`src/rtl/cop_gcd_lcm_ctrl_if.sv`:
```
// Port bundle between the EX-stage decoder/pipeline and the GCD/LCM coprocessor.
//
// Handshake: the decoder raises start (with cp_op, src_a, src_b) for a valid
// custom instruction in EX. The coprocessor accepts it only while idle and
// flush is low, and at once raises stall, which stays high until the result
// cycle. result_valid is a one-cycle pulse; stall is low in that cycle so the
// instruction retires with result. start seen while the unit is busy is ignored.
interface cop_gcd_lcm_ctrl_if #(
  parameter int WIDTH = 32
);
  logic             start;
  logic             cp_op;
  logic             flush;
  logic [WIDTH-1:0] src_a;
  logic [WIDTH-1:0] src_b;
  logic             stall;
  logic             busy;
  logic [WIDTH-1:0] result;
  logic             result_valid;
  logic             overflow;

  modport master (
    output start, cp_op, flush, src_a, src_b,
    input  stall, busy, result, result_valid, overflow
  );

  modport slave (
    input  start, cp_op, flush, src_a, src_b,
    output stall, busy, result, result_valid, overflow
  );
endinterface

```
`src/rtl/cop_gcd_lcm_ctrl.sv`:
```
// GCD/LCM coprocessor: binary (Stein) GCD, then for LCM a restoring divide
// q = a0 / g followed by a shift-add multiply p = q * b0.
module cop_gcd_lcm_ctrl #(
  parameter int WIDTH = 32
) (
  input  logic                 clk,
  input  logic                 reset,
  cop_gcd_lcm_ctrl_if.slave    bus,
  output logic [2:0]           dbg_state
);

  localparam int KW = $clog2(WIDTH) + 1;
  localparam int CW = $clog2(WIDTH);
  localparam logic [CW-1:0] CNT_LAST = CW'(WIDTH - 1);

  typedef enum logic [2:0] {
    S_IDLE = 3'd0,
    S_GCD  = 3'd1,
    S_DIV  = 3'd2,
    S_MUL  = 3'd3,
    S_DONE = 3'd4
  } state_t;

  state_t             state;
  logic               op;
  logic [WIDTH-1:0]   a, b, a0, b0;
  logic [KW-1:0]      k;
  logic [WIDTH-1:0]   g;
  logic [WIDTH-1:0]   dvd, quo, rem;
  logic [2*WIDTH-1:0] mcand, acc;
  logic [WIDTH-1:0]   mplier;
  logic [CW-1:0]      cnt;
  logic               busy_r, valid_r, ovf_r;
  logic [WIDTH-1:0]   result_r;

  logic               gcd_exit;
  logic [WIDTH-1:0]   gcd_base, g_val;
  logic [WIDTH:0]     rem_sh, rem_diff;
  logic               rem_ge;
  logic [WIDTH-1:0]   quo_n;
  logic [2*WIDTH-1:0] acc_n;

  // Per-cycle datapath terms: GCD exit test, one divide step, one multiply step.
  always_comb begin
    gcd_exit = (a == '0) || (b == '0) || (a == b);
    gcd_base = (a == '0) ? b : a;
    g_val    = gcd_base << k;
    rem_sh   = {rem, dvd[WIDTH-1]};
    rem_diff = rem_sh - {1'b0, g};
    rem_ge   = (rem_sh >= {1'b0, g});
    quo_n    = {quo[WIDTH-2:0], rem_ge};
    acc_n    = mplier[0] ? (acc + mcand) : acc;
  end

  // Controller and iterative datapath; reset wins over flush and start.
  always_ff @(posedge clk) begin
    if (reset) begin
      state    <= S_IDLE;
      op       <= 1'b0;
      a        <= '0;
      b        <= '0;
      a0       <= '0;
      b0       <= '0;
      k        <= '0;
      g        <= '0;
      dvd      <= '0;
      quo      <= '0;
      rem      <= '0;
      mcand    <= '0;
      acc      <= '0;
      mplier   <= '0;
      cnt      <= '0;
      busy_r   <= 1'b0;
      valid_r  <= 1'b0;
      ovf_r    <= 1'b0;
      result_r <= '0;
    end else begin
      case (state)
        S_IDLE: begin
          valid_r <= 1'b0;
          if (bus.start && !bus.flush) begin
            a      <= bus.src_a;
            b      <= bus.src_b;
            a0     <= bus.src_a;
            b0     <= bus.src_b;
            op     <= bus.cp_op;
            k      <= '0;
            busy_r <= 1'b1;
            state  <= S_GCD;
          end
        end

        S_GCD: begin
          if (bus.flush) begin
            busy_r <= 1'b0;
            state  <= S_IDLE;
          end else if (gcd_exit) begin
            if (!op) begin
              result_r <= g_val;
              ovf_r    <= 1'b0;
              valid_r  <= 1'b1;
              state    <= S_DONE;
            end else if ((a0 == '0) || (b0 == '0)) begin
              // LCM with a zero operand is zero; skip the divide and multiply.
              result_r <= '0;
              ovf_r    <= 1'b0;
              valid_r  <= 1'b1;
              state    <= S_DONE;
            end else begin
              g     <= g_val;
              dvd   <= a0;
              rem   <= '0;
              quo   <= '0;
              cnt   <= '0;
              state <= S_DIV;
            end
          end else if (!a[0] && !b[0]) begin
            a <= a >> 1;
            b <= b >> 1;
            k <= k + KW'(1);
          end else if (!a[0]) begin
            a <= a >> 1;
          end else if (!b[0]) begin
            b <= b >> 1;
          end else if (a > b) begin
            a <= (a - b) >> 1;
          end else begin
            b <= (b - a) >> 1;
          end
        end

        S_DIV: begin
          if (bus.flush) begin
            busy_r <= 1'b0;
            state  <= S_IDLE;
          end else begin
            // When the trial subtract fails the shifted remainder is below g,
            // so it still fits in WIDTH bits.
            rem <= rem_ge ? rem_diff[WIDTH-1:0] : rem_sh[WIDTH-1:0];
            dvd <= {dvd[WIDTH-2:0], 1'b0};
            quo <= quo_n;
            cnt <= cnt + CW'(1);
            if (cnt == CNT_LAST) begin
              mcand  <= {{WIDTH{1'b0}}, b0};
              mplier <= quo_n;
              acc    <= '0;
              cnt    <= '0;
              state  <= S_MUL;
            end
          end
        end

        S_MUL: begin
          if (bus.flush) begin
            busy_r <= 1'b0;
            state  <= S_IDLE;
          end else begin
            acc    <= acc_n;
            mcand  <= {mcand[2*WIDTH-2:0], 1'b0};
            mplier <= {1'b0, mplier[WIDTH-1:1]};
            cnt    <= cnt + CW'(1);
            if (cnt == CNT_LAST) begin
              result_r <= acc_n[WIDTH-1:0];
              ovf_r    <= |acc_n[2*WIDTH-1:WIDTH];
              valid_r  <= 1'b1;
              state    <= S_DONE;
            end
          end
        end

        S_DONE: begin
          // The instruction has committed; flush and start have no effect here.
          valid_r <= 1'b0;
          busy_r  <= 1'b0;
          state   <= S_IDLE;
        end

        default: begin
          valid_r <= 1'b0;
          busy_r  <= 1'b0;
          state   <= S_IDLE;
        end
      endcase
    end
  end

  assign bus.stall = ((state == S_IDLE) && bus.start && !bus.flush) ||
                     (state == S_GCD) || (state == S_DIV) || (state == S_MUL);
  assign bus.busy         = busy_r;
  assign bus.result       = result_r;
  assign bus.result_valid = valid_r;
  assign bus.overflow     = ovf_r;
  assign dbg_state        = state;

endmodule

```
`src/flat_wrapper.sv`:
```
// flat-port wrapper written by rule: the top's interface ports become plain ports
module cop_gcd_lcm_ctrl_flat 
#(
  parameter int WIDTH = 32
)
  (clk, reset, dbg_state, bus_start, bus_cp_op, bus_flush, bus_src_a, bus_src_b, bus_stall, bus_busy, bus_result, bus_result_valid, bus_overflow);
  cop_gcd_lcm_ctrl_if #(.WIDTH(WIDTH)) bus_i ();
  input  logic clk;
  input  logic reset;
  output logic [2:0] dbg_state;
  input wire logic [$bits(bus_i.start)-1:0] bus_start;
  input wire logic [$bits(bus_i.cp_op)-1:0] bus_cp_op;
  input wire logic [$bits(bus_i.flush)-1:0] bus_flush;
  input wire logic [$bits(bus_i.src_a)-1:0] bus_src_a;
  input wire logic [$bits(bus_i.src_b)-1:0] bus_src_b;
  output wire logic [$bits(bus_i.stall)-1:0] bus_stall;
  output wire logic [$bits(bus_i.busy)-1:0] bus_busy;
  output wire logic [$bits(bus_i.result)-1:0] bus_result;
  output wire logic [$bits(bus_i.result_valid)-1:0] bus_result_valid;
  output wire logic [$bits(bus_i.overflow)-1:0] bus_overflow;
  assign bus_i.start = bus_start;
  assign bus_i.cp_op = bus_cp_op;
  assign bus_i.flush = bus_flush;
  assign bus_i.src_a = bus_src_a;
  assign bus_i.src_b = bus_src_b;
  assign bus_stall = bus_i.stall;
  assign bus_busy = bus_i.busy;
  assign bus_result = bus_i.result;
  assign bus_result_valid = bus_i.result_valid;
  assign bus_overflow = bus_i.overflow;
  cop_gcd_lcm_ctrl #(.WIDTH(WIDTH)) u_core (.clk(clk), .reset(reset), .bus(bus_i), .dbg_state(dbg_state));
endmodule
```
`config.mk`:
```
export PLATFORM = sky130hd
export DESIGN_NAME = cop_gcd_lcm_ctrl_flat
export DESIGN_NICKNAME = d
export VERILOG_FILES = /design/src/rtl/cop_gcd_lcm_ctrl_if.sv /design/src/rtl/cop_gcd_lcm_ctrl.sv /design/src/flat_wrapper.sv
export SDC_FILE = /design/constraint.sdc
export NUM_CORES = 2
export LEC_CHECK = 0
export CAP_MARGIN = 20
export CORE_MARGIN = 2
export CORE_UTILIZATION = 49
export CTS_CLUSTER_SIZE = 16
export DETAILED_ROUTE_END_ITERATION = 6
export DONT_BUFFER_PORTS = 1
export SLEW_MARGIN = 30
export SYNTH_ARGS = -nofsm -noshare
export SYNTH_HDL_FRONTEND = slang
export SYNTH_SLANG_ARGS = --single-unit
export TNS_END_PERCENT = 30
```
`constraint.sdc`:
```
create_clock -name clk -period 10.4 [get_ports clk]
set_clock_uncertainty 0.2 [all_clocks]
set_input_delay 2.6 -clock clk [delete_from_list [all_inputs] [get_ports clk]]
set_output_delay 2.6 -clock clk [all_outputs]
set_load 0.05 [all_outputs]
```
==> flow_metrics.env <==
export IMPL_syn2layout_area_growth_pct=6.61
export IMPL_maxCapViolations=0
export IMPL_worst_pin_slew_ns=1.28
export IMPL_postSynthCellCount=4019
export IMPL_layout_common_cells="nand2_1 (558), nor2_1 (467), dfxtp_1 (461)"
export IMPL_rsz0062_at_grt="false"
export IMPL_r2r_start="u_core.a[0]"
export IMPL_track_usage_pct=29.6
export IMPL_netlist_area_sq_um=30700
export IMPL_ir_drop_v=0.000165
export IMPL_max_freq_mhz=162
export IMPL_htree_levels=2
export IMPL_cts_root_buffer="clkbuf_16"
export IMPL_drt_total_wl_microns=97800
export IMPL_dr_pass1_iters=7
export IMPL_rows=91
export IMPL_start_util_pct=49.6
export IMPL_rr_worst_depth=16
export IMPL_startpoint_type="input port"
export IMPL_cp_cell_sequence="nor2_1 -> nand3_2 -> nand3_1"
export IMPL_path_clk_slew_ns=0.06
export IMPL_numCtsBuffers=54
export IMPL_post_route_period_util_pct=59.4
export IMPL_final_setup_viol_count=0
export IMPL_synth_flop_cell="dfxtp_1"
export IMPL_hold_start="u_core.dvd[0]"
export IMPL_via_per_inst=6.12
export IMPL_p_leak_nw=11.7
export IMPL_status="complete, but fails checks"
export IMPL_die_w_microns=254
export IMPL_path_buf_inv=0
export IMPL_final_common_cell="nand2_1"
export IMPL_switching_share_pct=36.0
export IMPL_io_buffers=0
export IMPL_cts_tree="built"
export IMPL_violations="DRC"
export IMPL_drc_errors=2
export IMPL_syn_area_per_cell_sq_um=7.63
export IMPL_synth_seq_area_share_pct=30.3
export IMPL_clock_path_buffers=3
export IMPL_grt_pass1_vias=26300
export IMPL_pre_cts_ws_ns=4.24
export IMPL_path_depth=3
export IMPL_wl_per_cell_microns=20.8
export IMPL_crit_family="simple AND/OR/NAND/NOR gates"
export IMPL_synth_cell_types=90
export IMPL_grt_pass1_wl_microns=153000
export IMPL_synth_async_reset_ratio_pct=0
export IMPL_ios=108
export IMPL_p_comb_share_pct=31.0
export IMPL_post_cts_buffers=0
export IMPL_cp_slowest_cell="nand3_1"
export IMPL_clkLatencyLatePin_ns=0.65
export IMPL_fin_setup_tns_ns=0
export IMPL_postRouteAntennaNets=0
export IMPL_drive_gt1_share_pct=5.77
export IMPL_critPathRequiredTime_ns=7.60
export IMPL_setup_slack_ns=4.22
export IMPL_whs_ns=0.250
export IMPL_final_nets=4048
export IMPL_cts_hold_buffers=0
export IMPL_crit_fanout=12
export IMPL_hpwl_microns=70500
export IMPL_hold_violations=0
export IMPL_grt_ovfl_total=0
export IMPL_synth_edf_count=0
export IMPL_antenna_found_initial=6
export IMPL_cts_resized=0
export IMPL_synth_seq_cells=465
export IMPL_grt_max_degree=434
export IMPL_end_kind="output pin"
export IMPL_maxSlewViolCount=0
export IMPL_critPathKind="in -> out"
export IMPL_dieArea_sq_um=64600
export IMPL_switching_power_mw=2.04
export IMPL_critPathLaunch="bus_flush"
export IMPL_timing_slew_headroom_pct=14.9
export IMPL_power_per_cell_area_nw_per_um2=174
export IMPL_core_area_sq_um=61800
export IMPL_clkPwrFrac_pct=33.6
export IMPL_die_h_microns=254
export IMPL_yosys_warnings=0
export IMPL_p_int_mw=3.63
export IMPL_critPathMaxStageDelay_ns=0.48
export IMPL_fin_crit_ns=6.18
export IMPL_clock_sinks=465
export IMPL_p_seq_share_pct=35.4
export IMPL_whs_path_depth=2
export IMPL_cp_arrival_ns=3.38
export IMPL_min_path_type="reg -> reg"
export IMPL_place_congestion=0.984
export IMPL_drt_iter0_markers=2495
export IMPL_syn_num_nets=4254
export IMPL_vias=28700
-- worst min-delay path, cell delays in order, from the launching register on --
cell	delay, ns
dfxtp_1	0.31
nand2_1	0.05
a21oi_1	0.05
-- sequential cells by signal, indices dropped and copies added, names as in the netlist --
register / flops
u_core.acc: 64
u_core.b: 32
u_core.rem: 32
u_core.dbg_state: 3
u_core.mplier: 32
u_core.op: 1
u_core.bus.busy: 1
u_core.dvd: 32
u_core.bus.result: 32
u_core.bus.overflow: 1
u_core.bus.result_valid: 1
u_core.k: 6
u_core.b0: 32
u_core.mcand: 64
u_core.cnt: 5
u_core.g: 32
u_core.a0: 32
u_core.quo: 31
u_core.a: 32
-- synth_stat cells (8+ instances only) --
master,n,area share [%]
xor2_1,50,1.4
o221ai_1,19,0.54
nand3_1,53,0.86
a211oi_1,94,2.3
nand4_1,52,1.1
xnor2_1,83,2.4
or3_1,11,0.22
clkbuf_1,239,2.9
a21boi_0,10,0.24
o21ai_1,11,0.18
nor3b_1,8,0.20
o31a_1,8,0.23
a21o_1,78,1.9
a311oi_1,68,1.9
a22oi_1,94,2.3
a22o_1,17,0.49
a21oi_2,9,0.26
dfxtp_1,465,30
mux4_2,31,2.3
o211ai_1,58,1.4
mux2i_1,107,3.5
inv_1,141,1.7
and2_1,16,0.33
nor4_1,47,0.96
o21a_1,25,0.61
o21bai_1,28,0.69
a21oi_1,422,6.9
nand2b_1,44,0.90
nor2_1,472,5.8
nor3_1,82,1.3
buf_2,30,0.49
ha_1,162,6.6
nor2b_1,32,0.65
o31ai_1,21,0.51
a31oi_1,13,0.27
buf_1,21,0.26
nand2_1,560,6.9
o21ai_0,143,2.3
a211o_1,8,0.23
a221o_1,24,0.78
a221oi_1,19,0.54
and3_1,21,0.43
-- power groups by stage --
stage / sequential (mW) / combinational [mW] / clock (mW)
finish: 2.01 / 1.76 / 1.90
global route: 2.02 / 1.94 / 2.00
detailed placement: 2.04 / 1.72 / 0
floorplan: 1.99 / 1.37 / 0
global placement: 2.04 / 1.72 / 0
CTS: 2.01 / 1.74 / 1.94
-- cells by family after synthesis --
family | share of synthesized area [%]
flip-flops | 30.3
adder cells (fa/ha/maj) | 6.87
buffers and inverters | 5.55
AO/OA/AOI/OAI | 26.8
multiplexers | 6.00
XOR/XNOR | 3.80
AND/OR/NAND/NOR | 20.6
-- per-stage QoR --
| step | total power, mW | instances | cell area (sq um) | util (%) |
|---|---|---|---|---|
| 5_1_grt | 5.96 | 4689 | 32700 | 52.9 |
| 6_report | 5.68 | 4690 | 32700 | 52.9 |
| 4_1_cts | 5.68 | 4686 | 32700 | 52.9 |
| 3_3_place_gp | 3.77 | 4594 | 30900 | 50.0 |
| 2_1_floorplan | 3.36 | 4019 | 30700 | - |
| 3_5_place_dp | 3.77 | 4594 | 30900 | 50.0 |
-- layout make-up --
| type | count | area (sq um) |
|---|---|---|
| Tap cell | 837 | 1050 |
| Inverter | 143 | 537 |
| Antenna cell | 4 | 10.0 |
| Clock inverter | 23 | 282 |
| Fill cell | 6024 | 29100 |
| Sequential cell | 465 | 9320 |
| Timing Repair Buffer | 33 | 248 |
| Clock buffer | 69 | 1480 |
| Multi-Input combinational cell | 3116 | 19800 |
-- layer usage --
layer | share of wire, % | GRT usage [%] | vias up
met4 | 2.3 | 7.71 | 10
met5 | 0.063 | 0 | -
met1 | 46 | 41.3 | 13600
li1 | - | - | 14100
met2 | 44 | 46.1 | 846
met3 | 8.0 | 6.61 | 123
-- worst paths after layout --
check	end	slack (ns)
max	bus_stall	4.22
min	u_core.dvd[0]	0.25
max reg2reg	u_core.b[9]	5.18
min reg2reg	u_core.dvd[0]	0.25
Note: power is estimated with default switching activity, not from simulation.
